<file path="src/rtl/key_pkg.sv">
// Shared definitions for the key debounce / one-hot front end.
// Latency: n/a (types, constants and a helper function only).
// Backpressure: none; the front end is a free-running sampled path.
package key_pkg;

    localparam int NKEYS = 4;

    typedef enum logic [1:0] {
        IDLE  = 2'd0,
        ONE   = 2'd1,
        MULTI = 2'd2
    } arb_state_t;

    // Number of debounced keys currently down.
    function automatic logic [2:0] popcount_keys(input logic [NKEYS-1:0] v);
        logic [2:0] n;
        n = 3'd0;
        for (int i = 0; i < NKEYS; i++) begin
            n = n + 3'(v[i]);
        end
        return n;
    endfunction

endpackage

</file>
<file path="src/rtl/key_debounce_onehot_if.sv">
// Key front-end signal bundle: raw button lines in, clean one-hot code out.
// Latency: n/a (wires only).
// Backpressure: none; outputs are level/pulse signals sampled by the consumer.
// Ports: key_raw (4, raw buttons), key_onehot (4), key_valid, key_strobe, multi_err.
interface key_debounce_onehot_if;

    logic [key_pkg::NKEYS-1:0] key_raw;
    logic [key_pkg::NKEYS-1:0] key_onehot;
    logic                      key_valid;
    logic                      key_strobe;
    logic                      multi_err;

    // master drives the buttons and observes the code (board / bench side)
    modport master (
        output key_raw,
        input  key_onehot, key_valid, key_strobe, multi_err
    );

    // slave is the debounce block itself
    modport slave (
        input  key_raw,
        output key_onehot, key_valid, key_strobe, multi_err
    );

endinterface

</file>
<file path="src/rtl/debounce_cell.sv">
// One-bit synchroniser plus debounce filter producing a stable level.
// Latency: 2 sync clocks + DEBOUNCE_CYCLES stable samples to move lvl.
// Backpressure: none; samples every clock.
// Ports: clk, rst (async active-high), din (raw async button), lvl (debounced).
module debounce_cell #(
    parameter int DEBOUNCE_CYCLES = 16,
    parameter int CNT_W           = 5
) (
    input  logic clk,
    input  logic rst,
    input  logic din,
    output logic lvl
);

    localparam logic [CNT_W-1:0] CNT_LAST = CNT_W'(DEBOUNCE_CYCLES - 1);
    localparam logic [CNT_W-1:0] CNT_ONE  = CNT_W'(1);

    logic             sync_q1;
    logic             sync_q2;
    logic [CNT_W-1:0] cnt;

    // Plain two-flop chain, nothing between the flops.
    always_ff @(posedge clk or posedge rst) begin
        if (rst) begin
            sync_q1 <= 1'b0;
            sync_q2 <= 1'b0;
        end else begin
            sync_q1 <= din;
            sync_q2 <= sync_q1;
        end
    end

    // cnt holds how many consecutive samples have disagreed with lvl, minus
    // one; any agreeing sample restarts it, so short glitches never land.
    always_ff @(posedge clk or posedge rst) begin
        if (rst) begin
            lvl <= 1'b0;
            cnt <= '0;
        end else if (sync_q2 == lvl) begin
            cnt <= '0;
        end else if (cnt == CNT_LAST) begin
            lvl <= sync_q2;
            cnt <= '0;
        end else begin
            cnt <= cnt + CNT_ONE;
        end
    end

endmodule

</file>
<file path="src/rtl/key_debounce_onehot.sv">
// Debounces four push buttons and emits a registered one-hot key code or zero.
// Latency: DEBOUNCE_CYCLES+3 clocks from a clean raw edge to key_onehot/strobe.
// Backpressure: none; multi-key presses collapse to zero with multi_err set.
// Ports: clk, rst (async active-high), kif (slave: key_raw in, code/flags out).
module key_debounce_onehot
    import key_pkg::*;
#(
    parameter int DEBOUNCE_CYCLES = 16,
    parameter int CNT_W           = 5
) (
    input  logic                 clk,
    input  logic                 rst,
    key_debounce_onehot_if.slave kif
);

    logic [NKEYS-1:0] lvl;
    logic [2:0]       lvl_cnt;

    arb_state_t       state;
    arb_state_t       state_nxt;
    logic [NKEYS-1:0] onehot_q;
    logic [NKEYS-1:0] onehot_nxt;
    logic             strobe_q;
    logic             strobe_nxt;

    for (genvar i = 0; i < NKEYS; i++) begin : g_cell
        debounce_cell #(
            .DEBOUNCE_CYCLES (DEBOUNCE_CYCLES),
            .CNT_W           (CNT_W)
        ) u_cell (
            .clk (clk),
            .rst (rst),
            .din (kif.key_raw[i]),
            .lvl (lvl[i])
        );
    end

    assign lvl_cnt = popcount_keys(lvl);

    always_ff @(posedge clk or posedge rst) begin
        if (rst) begin
            state    <= IDLE;
            onehot_q <= '0;
            strobe_q <= 1'b0;
        end else begin
            state    <= state_nxt;
            onehot_q <= onehot_nxt;
            strobe_q <= strobe_nxt;
        end
    end

    // A key is accepted only from IDLE, so a swap between keys always goes
    // through MULTI and needs a full release before the next press counts.
    always_comb begin
        state_nxt  = state;
        onehot_nxt = onehot_q;
        strobe_nxt = 1'b0;
        unique case (state)
            IDLE: begin
                onehot_nxt = '0;
                if (lvl_cnt == 3'd1) begin
                    state_nxt  = ONE;
                    onehot_nxt = lvl;
                    strobe_nxt = 1'b1;
                end else if (lvl_cnt >= 3'd2) begin
                    state_nxt = MULTI;
                end
            end
            ONE: begin
                if (lvl == '0) begin
                    state_nxt  = IDLE;
                    onehot_nxt = '0;
                end else if (lvl != onehot_q) begin
                    state_nxt  = MULTI;
                    onehot_nxt = '0;
                end
            end
            MULTI: begin
                onehot_nxt = '0;
                if (lvl == '0) begin
                    state_nxt = IDLE;
                end
            end
            default: begin
                state_nxt  = IDLE;
                onehot_nxt = '0;
            end
        endcase
    end

    assign kif.key_onehot = onehot_q;
    assign kif.key_valid  = |onehot_q;
    assign kif.key_strobe = strobe_q;
    assign kif.multi_err  = (state == MULTI);

endmodule
</file>
<file path="src/flat_wrapper.sv">
// flat-port wrapper written by rule: the top's interface ports become plain ports
module key_debounce_onehot_flat import key_pkg::*;
#(
    parameter int DEBOUNCE_CYCLES = 16,
    parameter int CNT_W           = 5
)
  (clk, rst, kif_key_raw, kif_key_onehot, kif_key_valid, kif_key_strobe, kif_multi_err);
  key_debounce_onehot_if kif_i ();
  input  logic clk;
  input  logic rst;
  input wire logic [$bits(kif_i.key_raw)-1:0] kif_key_raw;
  output wire logic [$bits(kif_i.key_onehot)-1:0] kif_key_onehot;
  output wire logic [$bits(kif_i.key_valid)-1:0] kif_key_valid;
  output wire logic [$bits(kif_i.key_strobe)-1:0] kif_key_strobe;
  output wire logic [$bits(kif_i.multi_err)-1:0] kif_multi_err;
  assign kif_i.key_raw = kif_key_raw;
  assign kif_key_onehot = kif_i.key_onehot;
  assign kif_key_valid = kif_i.key_valid;
  assign kif_key_strobe = kif_i.key_strobe;
  assign kif_multi_err = kif_i.multi_err;
  key_debounce_onehot #(.DEBOUNCE_CYCLES(DEBOUNCE_CYCLES), .CNT_W(CNT_W)) u_core (.clk(clk), .rst(rst), .kif(kif_i));
endmodule
</file>
<file path="config.mk">
export PLATFORM = sky130hd
export DESIGN_NAME = key_debounce_onehot_flat
export DESIGN_NICKNAME = d
export VERILOG_FILES = /design/src/rtl/key_pkg.sv /design/src/rtl/key_debounce_onehot_if.sv /design/src/rtl/debounce_cell.sv /design/src/rtl/key_debounce_onehot.sv /design/src/flat_wrapper.sv
export SDC_FILE = /design/constraint.sdc
export NUM_CORES = 1
export LEC_CHECK = 0
export ABC_CLOCK_PERIOD_IN_PS = 6100
export CAP_MARGIN = 0
export CORE_MARGIN = 5
export CORE_UTILIZATION = 39
export DETAILED_ROUTE_END_ITERATION = 16
export MAX_ROUTING_LAYER = met4
export SETUP_SLACK_MARGIN = 0.15
export SYNTH_ARGS = -nofsm -noshare
export SYNTH_HDL_FRONTEND = slang
export SYNTH_SLANG_ARGS = --single-unit
export TNS_END_PERCENT = 50
</file>
<file path="constraint.sdc">
create_clock -name clk -period 6.1 [get_ports clk]
set_input_delay 1.22 -clock clk [delete_from_list [all_inputs] [get_ports clk]]
set_output_delay 1.22 -clock clk [all_outputs]
set_load 0.02 [all_outputs]
</file>
After elaboration in Yosys (flattened, before gate mapping)
Index checks and enable logic that the tools add are counted.

cells by class
  $add $sub $neg = 7
  multiply operators = 0
  divide/modulo/power cells = 0
  order comparisons = 1
  equality and inequality tests = 15
  shift operators = 0
  multiplexer cells = 20
  bitwise gates (word level) = 4
  reductions and logical operators = 8

operator list
  kind                                                    count
  2-to-1 mux 5 bit                                        8
  adder 5 x 1 -> 5 bit (second input constant)            4
  == test 5 x 4 -> 1 bit (second input constant)          4
  2-to-1 mux 4 bit                                        3
  2-to-1 mux 2 bit                                        5
  case mux 4 bit (2 select lines)                         1
  AND reduction 2 bit                                     4
  adder 3 x 1 -> 3 bit                                    2
  inequality test 3 x 1 -> 1 bit (second input constant)  2
  case mux 2 bit (3 select lines)                         1
  == test 1 bit                                           4
  zero test 4 bit                                         1
  inequality test 4 bit                                   1
  NOT 1 bit                                               4
  OR reduction 4 bit                                      1
  == test 3 x 1 -> 1 bit (second input constant)          1
  >= comparator 3 x 2 -> 1 bit (second input constant)    1
  AND reduction 3 bit                                     1
  adder 1 x 1 -> 2 bit                                    1
  == test 2 x 1 -> 1 bit (second input constant)          1
  == test 2 bit (second input constant)                   1
  zero test 2 bit                                         1
  2-to-1 mux 1 bit                                        2
  inequality test 2 x 1 -> 1 bit (second input constant)  1

storage, ports and cells
  flip-flop bits (word level) = 39
  latch bits = 0
  bits in writable memories = 0
  memory bits (read-only) = 0
  bits of input ports = 6
  output and inout port bits = 7
  logic and storage cells = 74
  memories = 0

Depth between registers and ports, before layout
Gate-level depths: netlist of the first run.

  depth in word-level cells = 7
  gate-level depth with buffers = 8
  gate-level depth less buffers = 8

Cells and area by module
Synthesis of the first run repeated with hierarchy kept, for this count alone.

second synthesis, totals
  cells, all modules = 137
  area, all modules = 1730.4 um2

by module, submodules not included
  module               instances  cells an instance  area each (um2)  seq. area each (um2)
  debounce_cell        4          24                 315.3            200.2
  key_debounce_onehot  1          41                 469.2            175.2

Worst setup path after synthesis of the first run
OpenSTA, ideal clock, no wires.

  path kind = register -> output
  start = reg u_core.onehot_q[3], in the netlist u_core.kif.key_onehot[3]
  end = out kif_key_valid
  data arrival time = 1.118 ns
  required time = 4.880 ns
  slack = 3.762 ns
  cell stages (with the launch flop) = 2
  path buffers = 0
  cells stage by stage = dfrtp_1 or4_1

between the ends
  word-level cells in the longest chain between the ends = 1

RTL lines
  what                    RTL line                   source
  from (decl)             key_debounce_onehot.sv:21  logic [NKEYS-1:0] onehot_q;
  from (signal assigned)  key_debounce_onehot.sv:47  onehot_q <= onehot_nxt;
  OR reduction 4 bit      key_debounce_onehot.sv:92  assign kif.key_valid = |onehot_q;
  to (decl)               flat_wrapper.sv:13         output wire logic [$bits(kif_i.key_valid)-1:0] kif_key_valid;

Every way passes these cells.

Final worst setup path of the first run
Same ends and word-level chain as after synthesis.

==> impl_metrics.tcl, run 1 <==
set metrics [dict create \
    synth_most_common_cell "dfrtp_1" \
    portBuffers 12 \
    power.internal_w 0.000412 \
    dp_hpwl_mm 1.93 \
    drv_slew 0 \
    power.density_nw_per_um2 268 \
    postRouteAntennaNets 0 \
    root_buffer "clkbuf_8" \
    synth_top_cell_by_area "dfrtp_1" \
    setup_viol 0 \
    synth_nets 156 \
    hold_class "flip-flop to flip-flop" \
    ys_ff_latch 39 \
    syn_inst 141 \
    drt-pass1-iter-count 4 \
    die-area_sq_um 5640 \
    max_freq_mhz 332 \
    cap_violations 0 \
    grt_pass1_vias 1123 \
    worst_slew_pin_slew_ps 475 \
    finalCriticalPeriod_ps 3020 \
    vias_per_cell 4.86 \
    cp_max_fo 4 \
    synth_cell_types 23 \
    die_w_microns 75.1 \
    antenna_found_initial 0 \
    fin_crit_sh_pct 49.4 \
    cts_buffers 5 \
    dr_total_vias 1030 \
    worstSetupEndpointType "output port" \
    netlist_area_sq_um 1650 \
    cts_num_sinks 39 \
    drive_gt1_share_pct 8.64 \
    yosysSeqAreaShare_pct 59.0 \
    diodes 0 \
    gp_congestion 0.846 \
    cts_max_level 2 \
    cp.arrival_ps 1800 \
    drc 0 \
    final-hold-violation-count 0 \
    start_util_pct 40.7 \
    grt_use_total_pct 11.9 \
    synth_warnings 0 \
    dp_slack_ps 3410 \
    grt_start_max_net_pins 40 \
    ctsHoldBuffers 0 \
    rsz0062_at_grt "no" \
    grt_pass1_wl_mm 4.74 \
    tritoncts "built" \
    critPathLaunchType "flip-flop" \
    status "completed" \
    clkPwrFrac_pct 44.0 \
    io_pins 13 \
    p_leak_nw 0.996 \
    syn_area_per_cell_sq_um 11.7 \
    synth_top_area_share_pct 59.0 \
    drt_iter0_drc 89 \
    critPathRequiredTime_ps 4880 \
    core_area_sq_um 4060 \
    rows 23 \
    finalNetCount 176 \
    post_cts_buffers 0 \
    synth_flop_cell "dfrtp_1" \
    clock_path_buffers 2 \
    max_slew_margin_pct 68.3 \
    wl_mm 2.65 \
    seq_power_share_pct 51.8 \
    setup_slack_ps 3080 \
    p_sw_share_pct 21.9 \
    p_comb_share_pct 4.2 \
    setup_tns_ps 0 \
    clock_skew_ps 1.73 \
    num-fill-cells 362 \
    grt.overflow.total 0 \
    p_sw_w 0.000115 \
    yosys-top-cells-count "dfrtp_1 (39), nor2_1 (17), nand3_1 (14)" \
    syn2layout_area_growth_pct 18.8 \
    cts_resized 0 \
    clock_latency_ps 300 \
    yosys-top-cells-area "dfrtp_1 (59%), xor2_1 (6.4%), ha_1 (6.1%)" \
    synth_edf_count 0 \
    avgRoutedWirePerCell_microns 12.5 \
    clk_pin_slew_ps 80 \
    async_flop_share_pct 100 \
    die_h_microns 75.1 \
    critical_path_class "flip-flop to output port" \
    vdd_drop_max_mv 0.182 \
]
==> kinds of logic after synthesis <==
kind of cell               count (synthesis)  share of synthesized area, %
buffers and inverters                     10                          2.27
xor gates and xnor gates                  16                          8.48
and+or+nand+nor                           52                          16.1
AOI/OAI and AO/OA                         11                          4.09
muxes                                      4                          2.73
DFF                                       39                          59.0
adders and majority gates                  9                          7.27
==> worst paths after layout <==
| check | to | cells after the start | slack (ps) | start |
|---|---|---|---|---|
| min reg2reg | u_core.g_cell[2].u_cell.sync_q2 | 0 | 350 | u_core.g_cell[2].u_cell.sync_q1 |
| max | kif_key_valid | 2 | 3080 | u_core.kif.key_onehot[3] |
| max reg2reg | u_core.kif.key_onehot[0] | 8 | 3560 | u_core.g_cell[1].u_cell.lvl |
| max in group asynchronous | u_core.kif.key_strobe | 3 | 4430 | rst |
| min in group asynchronous | u_core.g_cell[0].u_cell.sync_q1 | 3 | 1330 | rst |
| min | u_core.g_cell[2].u_cell.sync_q2 | 0 | 350 | u_core.g_cell[2].u_cell.sync_q1 |
==> routing by layer <==
metal	track usage, %	wire, microns
met4	8.50	49
met3	3.34	125
met1	13.4	1260
met5	-	0
met2	18.1	1220
==> area by class of cell <==
class / count / area [sq um] / area share, %
sequential: 39 / 976 / 49.7
multi-input combinational: 92 / 639 / 32.5
timing repair buffer: 13 / 128 / 6.50
clock buffer: 6 / 82.6 / 4.20
tap: 50 / 62.6 / 3.18
clock inverter: 2 / 38.8 / 1.97
inverter: 10 / 37.5 / 1.91
==> cell usage in the layout, fill, tap and decap left out <==
cell             count
bufinv_16            1
mux2_2               4
nand2_1              2
and2_1               6
clkdlybuf4s50_1     12
o21ai_0              7
nand2b_1             1
inv_6                1
or3b_1               1
and3_1               4
a2111oi_0            1
and2b_2              1
nand3_1             14
clkbuf_8             6
nor4_1               2
inv_1               10
dfrtp_1             39
ha_1                 8
nor2_1              17
buf_4                1
nor2b_1              1
xor2_1              12
xnor2_1              4
a2111o_1             1
or4_1                1
o22ai_1              2
nand4_1              2
fa_1                 1
==> state kept, by name, indices dropped and copies added, names as in the netlist <==
name	cells
u_core.g_cell.u_cell.cnt	20
u_core.kif.key_onehot	4
u_core.g_cell.u_cell.sync_q1	4
u_core.state	2
u_core.g_cell.u_cell.lvl	4
u_core.g_cell.u_cell.sync_q2	4
u_core.kif.key_strobe	1
==> worst max-delay path, cell delays in order, from the launching register on <==
cell             delay, ps
dfrtp_1                420
or4_1                  520
clkdlybuf4s50_1        560
==> stage by stage <==
| stage | hold WS [ps] | cells | instance area [sq um] | utilization, % | total power (W) |
|---|---|---|---|---|---|
| floorplan | 331 | 141 | 1650 | - | 0.000293 |
| global placement | 334 | 204 | 1840 | 45.4 | 0.000300 |
| detailed placement | 337 | 204 | 1840 | 45.4 | 0.000301 |
| CTS | 356 | 212 | 1960 | 48.4 | 0.000533 |
| global route | 368 | 212 | 1960 | 48.4 | 0.000548 |
| finish | 353 | 212 | 1960 | 48.4 | 0.000527 |
==> power by group through the flow <==
stage	Combinational, W	Sequential [W]	Clock (W)
after global routing	0.0000263	0.000275	0.000248
after CTS	0.0000228	0.000273	0.000237
after floorplan	0.0000156	0.000277	0
final	0.0000219	0.000273	0.000232
after global placement	0.0000219	0.000278	0
after detailed placement	0.0000228	0.000279	0
Note: power is estimated with default switching activity, not from simulation.
==> inputs of run 2 (changes only) <==
--- a/config.mk
+++ b/config.mk
@@ -5,7 +5,7 @@
 export SDC_FILE = /design/constraint.sdc
 export NUM_CORES = 1
 export LEC_CHECK = 0
-export ABC_CLOCK_PERIOD_IN_PS = 6100
+export ABC_CLOCK_PERIOD_IN_PS = 3000
 export CAP_MARGIN = 0
 export CORE_MARGIN = 5
 export CORE_UTILIZATION = 39
==> constraint.sdc (replaced) <==
create_clock -name clk -period 3 [get_ports clk]
set_input_delay 0.6 -clock clk [delete_from_list [all_inputs] [get_ports clk]]
set_output_delay 0.6 -clock clk [all_outputs]
set_load 0.02 [all_outputs]
==> impl_metrics.tcl, run 2 (synthesized netlist as in run 1, its figures left out) <==
set metrics [dict create \
    drt-met1-wl_mm 1.18 \
    drive_gt1_share_pct 8.64 \
    die_w_microns 75.1 \
    worst-path-buf-inv 2 \
    cts_buffers 5 \
    vdd_drop_max_mv 0.307 \
    drv_slew 0 \
    antenna_found_initial 0 \
    die-area_sq_um 5640 \
    final_common_cell "dfrtp_1" \
    max_freq_mhz 399 \
    largest-register "u_core.g_cell.u_cell.cnt" \
    seq_power_share_pct 53.4 \
    clock_skew_ps 2.69 \
    p_leak_nw 0.995 \
    start_util_pct 40.7 \
    drc 0 \
    dr_total_vias 1023 \
    final_area_sq_um 1960 \
    rows 23 \
    core_area_sq_um 4060 \
    fin_crit_sh_pct 83.6 \
    routed.top_layer "met4" \
    vias_per_cell 4.83 \
    p_sw_share_pct 20.0 \
    cts_num_sinks 39 \
    status "completed" \
    dp_cells 204 \
    clkPwrFrac_pct 42.3 \
    finalNetCount 176 \
    clk_pin_slew_ps 70 \
    clock_latency_ps 280 \
    tritoncts "built" \
    cap_violations 0 \
    drt_iter0_drc 39 \
    clock_path_buffers 2 \
    cts_resized 0 \
    dr_wl_met2_mm 1.17 \
    root_buffer "clkbuf_8" \
    p_comb_share_pct 4.3 \
    max_slew_margin_pct 67.1 \
    die_h_microns 75.1 \
    grt_pass1_wl_mm 4.62 \
    critical_path_class "flip-flop to flip-flop" \
    cts_max_level 2 \
    cpPeakStageDelay_ps 480 \
    fin_cells 212 \
    ctsHoldBuffers 0 \
    layout_common_cells "dfrtp_1 (39), nor2_1 (17), nand3_1 (14)" \
    syn2layout_area_growth_pct 18.6 \
    critPathLaunchType "flip-flop" \
    drt-pass1-iter-count 4 \
    worstSetupEndpointType "flip-flop" \
    io_pins 13 \
    diodes 0 \
    grt_use_total_pct 11.3 \
    hold_class "flip-flop to flip-flop" \
    power.internal_w 0.000833 \
    gp_congestion 0.885 \
    final_util_pct 48.3 \
    post_cts_buffers 0 \
    largest_reg_flops 20 \
    setup_tns_ps 0 \
    p_sw_w 0.000208 \
    wl_mm 2.53 \
    avgRoutedWirePerCell_microns 11.9 \
    worst_slew_pin_slew_ps 489 \
    critPathRequiredTime_ps 3200 \
    cp_max_fo 5 \
    finalCriticalPeriod_ps 2510 \
    cp.arrival_ps 2710 \
    cp_slowest_cell "nor4_1" \
    met3_length_microns 138 \
    portBuffers 12 \
    postRouteAntennaNets 0 \
    grt_pass1_vias 1046 \
    dp_hpwl_mm 1.86 \
    final-hold-violation-count 0 \
    path_cells "inv_1 > ha_1 > fa_1 > inv_1 > ha_1 > nor4_1 > nand2_1 > o22ai_1" \
    setup_viol 0 \
    grt.overflow.total 0 \
    grt_start_max_net_pins 40 \
    place_area_sq_um 1840 \
    critical-path-top-delay-family "adder cells" \
    rsz0062_at_grt "no" \
    power.density_nw_per_um2 531 \
]
==> run 2: power groups by stage <==
stage	clock network [W]	logic (W)	registers, W
2_1_floorplan	0	0.0000317	0.000564
3_3_place_gp	0	0.0000448	0.000565
6_report	0.000440	0.0000450	0.000556
5_1_grt	0.000476	0.0000549	0.000559
3_5_place_dp	0	0.0000471	0.000566
4_1_cts	0.000453	0.0000472	0.000556
==> run 2: stage by stage <==
step / power [W] / setup WS, ps / hold slack [ps]
after floorplan: 0.000595 / 796 / 331
after detailed placement: 0.000613 / 551 / 335
after global placement: 0.000610 / 639 / 334
final: 0.00104 / 491 / 350
after global routing: 0.00109 / 244 / 355
after CTS: 0.00106 / 513 / 354
==> run 2: final timing paths <==
path	startpoint	end	slack, ps	cells past startpoint
setup / recovery	u_core.g_cell[0].u_cell.lvl	u_core.kif.key_onehot[1]	490	8
hold / removal	u_core.g_cell[3].u_cell.sync_q1	u_core.g_cell[3].u_cell.sync_q2	350	0
setup reg to reg	u_core.g_cell[0].u_cell.lvl	u_core.kif.key_onehot[1]	490	8
hold reg to reg	u_core.g_cell[3].u_cell.sync_q1	u_core.g_cell[3].u_cell.sync_q2	350	0
max in group asynchronous	rst	u_core.g_cell[0].u_cell.cnt[2]	1940	3
min in group asynchronous	rst	u_core.g_cell[2].u_cell.cnt[4]	740	3
==> run 2: area by class of cell <==
type	count	area [sq um]
fill	365	2100
sequential	39	976
multi-input combinational	92	639
timing repair buffer	13	128
clock buffer	6	82.6
tap	50	62.6
inverter	10	37.5
clock inverter	2	35.0
==> run 2: routing by layer <==
metal	up-vias	GRT usage (%)
li1	517	-
met1	480	14.0
met2	20	16.2
met3	6	5.34
met4	0	3.36
met5	-	-
==> inputs of run 3 (changes only) <==
--- a/config.mk
+++ b/config.mk
@@ -5,7 +5,7 @@
 export SDC_FILE = /design/constraint.sdc
 export NUM_CORES = 1
 export LEC_CHECK = 0
-export ABC_CLOCK_PERIOD_IN_PS = 3000
+export ABC_CLOCK_PERIOD_IN_PS = 2340
 export CAP_MARGIN = 0
 export CORE_MARGIN = 5
 export CORE_UTILIZATION = 39
==> constraint.sdc (replaced) <==
create_clock -name clk -period 2.34 [get_ports clk]
set_input_delay 0.468 -clock clk [delete_from_list [all_inputs] [get_ports clk]]
set_output_delay 0.468 -clock clk [all_outputs]
set_load 0.02 [all_outputs]
==> impl_metrics.tcl, run 3 (synthesized netlist as in run 1, its figures left out) <==
set metrics [dict create \
    setup_tns_ps 0 \
    rows 23 \
    r2r_end "u_core.state[1]" \
    vdd_drop_max_mv 0.451 \
    reg2reg_depth 8 \
    grt_use_total_pct 11.9 \
    grt_pass1_wl_mm 4.85 \
    dp_cells 207 \
    worstSetupEndpointType "flip-flop" \
    cp_max_fo 3 \
    critical_path_class "flip-flop to flip-flop" \
    final_common_cell "dfrtp_1" \
    final-hold-violation-count 0 \
    clk_pin_slew_ps 70 \
    largest-register "u_core.g_cell.u_cell.cnt" \
    critPathLaunchType "flip-flop" \
    rsz0062_at_grt "no" \
    io_pins 13 \
    dp_slack_ps 93.6 \
    diodes 0 \
    die_w_microns 75.1 \
    die_h_microns 75.1 \
    worst_slew_pin_slew_ps 474 \
    max_slew_margin_pct 68.4 \
    power.density_nw_per_um2 608 \
    finalNetCount 179 \
    antenna_found_initial 0 \
    clock_skew_ps 6.58 \
    core_area_sq_um 4060 \
    dp_hpwl_mm 1.97 \
    fin_cells 215 \
    holdCritStartpoint "u_core.g_cell[3].u_cell.sync_q1" \
    p_leak_nw 1.01 \
    start_util_pct 40.7 \
    drt-pass1-iter-count 4 \
    die-area_sq_um 5640 \
    cp_slowest_cell "a2111o_1" \
    min_path_cells 0 \
    status "completed" \
    grt_start_max_net_pins 40 \
    root_buffer "clkbuf_8" \
    drv_slew 0 \
    grt_pass1_vias 1147 \
    wl_mm 2.79 \
    clock_path_buffers 2 \
    setup_viol 0 \
    rrSetupSlack_ps 260 \
    clock_latency_ps 290 \
    r2r_start "u_core.g_cell[1].u_cell.lvl" \
    postRouteAntennaNets 0 \
    tritoncts "built" \
    cts_num_sinks 39 \
    holdPathEnd "u_core.g_cell[3].u_cell.sync_q2" \
    gp_congestion 0.891 \
    cts_buffers 5 \
    dr_total_vias 1061 \
    cp.arrival_ps 2250 \
    setup_slack_ps 260 \
    layout_common_cells "dfrtp_1 (39), nor2_1 (17), nand3_1 (14)" \
    drc 0 \
    path_cells "inv_1 > ha_1 > fa_2 > inv_1 > ha_1 > nand2b_1 > a2111oi_2 > a2111o_1" \
    fin_crit_sh_pct 88.9 \
    avgRoutedWirePerCell_microns 13.0 \
    hold_class "flip-flop to flip-flop" \
    vias_per_cell 4.93 \
    portBuffers 12 \
    max_freq_mhz 481 \
    cpPeakStageDelay_ps 380 \
    drt_iter0_drc 82 \
    finalCriticalPeriod_ps 2080 \
    cap_violations 0 \
    grt.overflow.total 0 \
    critPathRequiredTime_ps 2510 \
    syn2layout_area_growth_pct 19.3 \
    largest_reg_flops 20 \
    cts_max_level 2 \
    drive_gt1_share_pct 11.5 \
]
==> run 3: per-layer routing <==
| metal | up-vias | part of all wire, % | GRT usage, % |
|---|---|---|---|
| met2 | 13 | 52 | 19.4 |
| met1 | 520 | 43 | 13.0 |
| li1 | 523 | - | - |
| met4 | 0 | 2.0 | 6.52 |
| met3 | 5 | 3.1 | 3.20 |
| met5 | - | 0 | - |
==> run 3: how the worst max path moves through the flow <==
stage | endpoint | slack, ps | cells after the start | start
4_1_cts | u_core.kif.key_onehot[1] | 70 | 8 | u_core.g_cell[1].u_cell.lvl
3_3_place_gp | u_core.kif.key_onehot[0] | 220 | 8 | u_core.g_cell[1].u_cell.lvl
2_1_floorplan | u_core.kif.key_onehot[0] | 220 | 8 | u_core.g_cell[1].u_cell.lvl
3_5_place_dp | u_core.kif.key_onehot[1] | 90 | 8 | u_core.g_cell[1].u_cell.lvl
5_1_grt | u_core.kif.key_onehot[1] | 150 | 8 | u_core.g_cell[1].u_cell.lvl
6_report | u_core.state[1] | 260 | 8 | u_core.g_cell[1].u_cell.lvl
==> run 3: layout make-up <==
class                      instances  area (sq um)
clock buffer                       7          76.3
tap                               50          62.6
inverter                          10          37.5
multi-input combinational         92           666
timing repair buffer              16           149
fill                             358          2090
sequential                        39           976
clock inverter                     1          5.00
==> run 3: timing repair <==
item,CTS,global route
pin swaps,0,1
endpoints found under the setup margin,3,7
hold buffers,0,0
buffers inserted,0,0
gates resized for setup,1,5
==> run 3: worst max-delay path, delay by kind of cell, from the launching register on <==
kind / cells / cell delay (ps)
compound gates: 2 / 450
simple gates: 1 / 110
flops: 1 / 350
fa+ha+maj: 3 / 930
buf+inv: 2 / 120
==> run 3: report_power, final <==
group | total (W) | internal (W) | switching, W
Sequential | 0.000713 | 0.000698 | 0.0000155
Combinational | 0.0000580 | 0.0000260 | 0.0000320
Clock | 0.000427 | 0.000209 | 0.000218
Total | 0.00120 | 0.000933 | 0.000265
==> run 3: per-stage QoR <==
step,cell area [sq um],power (W),hold WS (ps),util (%)
final,1970,0.00120,346,48.6
after global routing,1970,0.00126,362,48.6
after CTS,1950,0.00122,355,48.1
after detailed placement,1870,0.000787,339,46.1
after global placement,1870,0.000782,334,46.1
after floorplan,1660,0.000763,331,-
